**config.mk**
```make
export PLATFORM = sky130hd
export DESIGN_NAME = interval_timer
export DESIGN_NICKNAME = d
export VERILOG_FILES = /design/src/rtl/intersection_pkg.sv /design/src/rtl/tick_prescaler.sv /design/src/rtl/interval_timer.sv
export SDC_FILE = /design/constraint.sdc
export NUM_CORES = 1
export LEC_CHECK = 0
export ABC_AREA = 0
export ABC_CLOCK_PERIOD_IN_PS = 3800
export CAP_MARGIN = 20
export CORE_ASPECT_RATIO = 1.4
export CORE_MARGIN = 8
export CORE_UTILIZATION = 35
export CTS_CLUSTER_SIZE = 40
export DETAILED_ROUTE_END_ITERATION = 7
export GPL_ROUTABILITY_DRIVEN = 0
export PLACE_DENSITY = 0.53
export SLEW_MARGIN = 25
export SYNTH_ARGS = -nofsm -noshare
export SYNTH_HDL_FRONTEND = slang
export SYNTH_SLANG_ARGS = --single-unit
```
**constraint.sdc**
```tcl
create_clock -name CLOCK_50 -period 3.8 [get_ports CLOCK_50]
set_input_delay 0.38 -clock CLOCK_50 [delete_from_list [all_inputs] [get_ports CLOCK_50]]
set_output_delay 0.38 -clock CLOCK_50 [all_outputs]
set_load 0.1 [all_outputs]
```
**src/rtl/intersection_pkg.sv**
```systemverilog
// Shared types and constants for the intersection phase timers.
package intersection_pkg;

  typedef enum logic {
    IDLE = 1'b0,
    RUN  = 1'b1
  } timer_state_t;

  localparam int unsigned CLK_HZ_DEFAULT  = 50_000_000;
  localparam int unsigned PHASE_SHORT_SEC = 5;
  localparam int unsigned PHASE_LONG_SEC  = 10;

endpackage

```
**src/rtl/tick_prescaler.sv**
```systemverilog
// Modulo-CLK_HZ cycle counter producing a one-per-second enable tick.
module tick_prescaler #(
  parameter int unsigned CLK_HZ = 50_000_000
) (
  input  logic CLOCK_50,
  input  logic reset,
  input  logic clr,
  input  logic en,
  output logic tick
);

  localparam int unsigned PW = (CLK_HZ > 2) ? $clog2(CLK_HZ) : 1;
  localparam logic [PW-1:0] CNT_MAX = PW'(CLK_HZ - 1);

  logic [PW-1:0] cnt;

  // Combinational so the owning FSM can act on the wrap in the same cycle
  assign tick = en && (cnt == CNT_MAX);

  always_ff @(posedge CLOCK_50) begin
    if (reset || clr) begin
      cnt <= '0;
    end else if (en) begin
      cnt <= (cnt == CNT_MAX) ? '0 : cnt + PW'(1);
    end
  end

endmodule

```
**src/rtl/interval_timer.sv**
```systemverilog
// Programmable seconds timer with pause, restart and auto-reload.
module interval_timer
  import intersection_pkg::*;
#(
  parameter int unsigned CLK_HZ = CLK_HZ_DEFAULT,
  parameter int unsigned SEC_W  = 6
) (
  input  logic             CLOCK_50,
  input  logic             reset,
  input  logic             start,
  input  logic [SEC_W-1:0] load_sec,
  input  logic             auto_reload,
  input  logic             pause,
  output logic             busy,
  output logic             done,
  output logic             tick_1hz,
  output logic [SEC_W-1:0] sec_left
);

  timer_state_t     state;
  logic [SEC_W-1:0] duration;
  logic             presc_en;
  logic             presc_tick;

  // A start always wins over counting, so the prescaler is held while it is applied
  assign presc_en = (state == RUN) && !pause && !start;

  tick_prescaler #(
    .CLK_HZ(CLK_HZ)
  ) u_prescaler (
    .CLOCK_50(CLOCK_50),
    .reset   (reset),
    .clr     (start),
    .en      (presc_en),
    .tick    (presc_tick)
  );

  always_ff @(posedge CLOCK_50) begin
    if (reset) begin
      state    <= IDLE;
      duration <= '0;
      sec_left <= '0;
      busy     <= 1'b0;
      done     <= 1'b0;
      tick_1hz <= 1'b0;
    end else begin
      done     <= 1'b0;
      tick_1hz <= 1'b0;
      if (start) begin
        if (load_sec != '0) begin
          duration <= load_sec;
          sec_left <= load_sec;
          state    <= RUN;
          busy     <= 1'b1;
        end else begin
          // Zero duration expires immediately without entering RUN
          sec_left <= '0;
          done     <= 1'b1;
          state    <= IDLE;
          busy     <= 1'b0;
        end
      end else if (state == RUN && presc_tick) begin
        tick_1hz <= 1'b1;
        if (sec_left == SEC_W'(1)) begin
          done <= 1'b1;
          if (auto_reload) begin
            sec_left <= duration;
          end else begin
            sec_left <= '0;
            state    <= IDLE;
            busy     <= 1'b0;
          end
        end else begin
          sec_left <= sec_left - SEC_W'(1);
        end
      end
    end
  end

endmodule

```
==> flow_metrics.tcl <==
set metrics [dict create \
    synth_top_area_frac 0.382 \
    hold_violations 0 \
    drc_errors 0 \
    overall_via_count_from_detail_route 1964 \
    core_area_um2 6080 \
    max_freq_mhz 378 \
    headroom_to_the_max_slew_limit 0.349 \
    drive_gt1_frac 0.0677 \
    grtUsageMet3 0.0272 \
    num-fill-cells 655 \
    top_post_synthesis_cells_by_count "dfxtp_1 (41), a21oi_1 (19), nand2_1 (18), nor2_1 (18), nand4_1 (15)" \
    average_cell_area_after_synthesis_um2 8.50 \
    hold_buffers 0 \
    cts_made_buffers 5 \
    hold_class "flop to flop" \
    setup_repair_after_global_routing_missed_its_margin "no" \
    final_antenna_net_count 0 \
    grt_busiest_layer "met2" \
    yosys_register_bits 41 \
    detailed_place_hpwl_um 4110 \
    period_needed_ns 2.64 \
    clock-root-buffer "clkbuf_8" \
    synth_seq_area_share 0.382 \
    routed_wl_um 5530 \
    final_min_period_over_clock_period 0.696 \
    ys_warn_count 0 \
    critical_path_required_ns 4.02 \
    grt_remaining_overflow 0 \
    power.clock.fraction 0.397 \
    h-tree-depth 2 \
    crit_path_top_delay_cell "or4_1" \
    end_kind "flop" \
    yosys_most_used_dff "dfxtp_1" \
    ir_drop_mv 0.214 \
    dominant_cell_type_by_area_after_synthesis "dfxtp_1" \
    cts.sink_count 41 \
    antenna_violations_before_repair 0 \
    share_of_flip_flops_with_an_asynchronous_set_or_reset_after_synthesis 0 \
    timing.reg2reg.worst_path_depth 6 \
    critical_path.max_fanout 17 \
    dominant_cells_by_area_after_synthesis "dfxtp_1 (38%), a21oi_1 (4.4%), nand4_1 (4.4%)" \
    synthesis.nets 267 \
    synthesis.instances 253 \
    grt_pass1_vias 1901 \
    port_buffers 19 \
    final.setup_skew_ns 0.00793 \
    chipWidth_um 82.2 \
    quantity_of_gates_resized_following_cts 0 \
    rows 34 \
    r2r_setup_slack_ns 1.39 \
    worst-slew-pin-transition_ns 0.974 \
    clkLatencyLatePin_ns 0.29 \
    global_route.usage.met1 0.149 \
    power_frac_comb 0.118 \
    drt-vias-per-instance 5.81 \
    power_density_of_the_placed_cells_nw_per_um2 368 \
    synth_enable_flop_cells 0 \
    finalSetupViolCount 0 \
    met2_grt_util 0.216 \
    cp.arrival_ns 2.87 \
    whs_ns 0.474 \
    detailedRoute.firstIterationViolations 108 \
    switchingPower_mw 0.232 \
    holdPathStages 2 \
    tritoncts "done" \
    height_of_the_chip_um 109 \
    diodes 0 \
    grt_start_max_net_pins 19 \
    drv.max_cap_violation_count 0 \
    numnets_final 279 \
    cts-root-to-sink-buffers 2 \
    power.share.switching 0.252 \
    wire_per_inst_um 16.4 \
    grt_first_pass_wirelength_um 9090 \
    critical_path.cell_chain "clkdlybuf4s50_1, buf_4, nor3b_2, nand4_1, or4_1, a21oi_1" \
    final.setup.tns_ns 0 \
    p_int_mw 0.689 \
    groute.usage.overall 0.129 \
    die-area_um2 8940 \
    boundaryPins 20 \
    cts_setup_buffers 0 \
    yosysUniqueCellTypes 44 \
    clkSlewWorstSetupHoldPaths_ns 0.08 \
    startpoint_type "input port" \
    critical_path_class "input port to flop" \
    drt_pass1_iterations 4 \
    crit_path_max_incr_delay_ns 0.69 \
    p_seq_frac 0.485 \
    area_growth_syn_to_layout_pct 16.5 \
    total_leakage_power_nw 0.733 \
    outcome "complete, no violations" \
    synth_most_common_cell "dfxtp_1" \
    syn-cell-area_um2 2150 \
    report.final.slew_viol_count 0 \
    initial_utilization 0.353 \
]
## power by group through the flow
stage / Clock (mW) / Sequential (mW) / Combinational, mW
2_1_floorplan: 0 / 0.484 / 0.0456
3_3_place_gp: 0 / 0.457 / 0.108
3_5_place_dp: 0 / 0.457 / 0.109
4_1_cts: 0.379 / 0.446 / 0.109
5_1_grt: 0.396 / 0.448 / 0.117
6_report: 0.366 / 0.446 / 0.109
## routing by layer
layer  routed length [µm]  vias up
li1                     -      990
met1                 2280      912
met2                 2730       51
met3                  343       11
met4                  176        0
met5                    0        -
## sequential cells by signal, indices dropped and copies added (netlist names)
| signal | count |
|---|---|
| sec_left | 6 |
| state | 1 |
| tick_1hz | 1 |
| u_prescaler.cnt | 26 |
| done | 1 |
| duration | 6 |
## final timing paths
check                          start                  end
setup / recovery               start  u_prescaler.cnt[23]
hold reg to reg          duration[4]          duration[4]
hold / removal           duration[4]          duration[4]
setup reg to reg  u_prescaler.cnt[0]   u_prescaler.cnt[9]
## cells by family after synthesis
logic type | Yosys count | share of synthesized area
muxes | 1 | 0.00466
buffers and inverters | 19 | 0.0355
DFF | 41 | 0.382
and+or+nand+nor | 116 | 0.317
xor gates and xnor gates | 12 | 0.0489
AOI/OAI and AO/OA | 61 | 0.194
adders and majority gates | 3 | 0.0175
## worst max-delay path: cells and delay by family
| kind | cells | cell delay, ns |
|---|---|---|
| buffers and inverters | 2 | 0.59 |
| and+or+nand+nor | 3 | 1.75 |
| AOI/OAI and AO/OA | 1 | 0.14 |
## stage by stage
step / setup WS, ns / util / std cells / cell area, µm² / total power, mW
final: 1.16 / 0.412 / 338 / 2500 / 0.921
after global routing: 0.939 / 0.412 / 338 / 2500 / 0.961
after CTS: 1.14 / 0.411 / 338 / 2500 / 0.935
after detailed placement: 0.827 / 0.391 / 330 / 2380 / 0.565
after global placement: 0.839 / 0.391 / 330 / 2380 / 0.565
after floorplan: 1.12 / - / 253 / 2150 / 0.529
## placed cells by master (no fill, tap or decap), types with 4 or more instances in the layout
cell type and instances:
dfxtp_1 41, a21oi_1 19, clkdlybuf4s50_1 19, nor2_1 18, nand2_1 18, nand4_1 15
or4_1 12, nand3_1 12, o31ai_1 12, or3_1 7, xor2_1 7, o211ai_1 7
a22oi_1 6, clkbuf_8 6, nor4_1 5, o21ai_0 5, xnor2_1 5, and4_1 4
## layout make-up
cell class,instances,area (µm²),share of cell area
Inverter,3,11.3,0.00450
Multi-Input combinational cell,193,1260,0.502
Timing Repair Buffer,21,205,0.0819
Sequential cell,41,821,0.328
Clock buffer,6,82.6,0.0330
Tap cell,72,90.1,0.0360
Clock inverter,2,37.5,0.0150
Power figures use the tool's default switching activity.
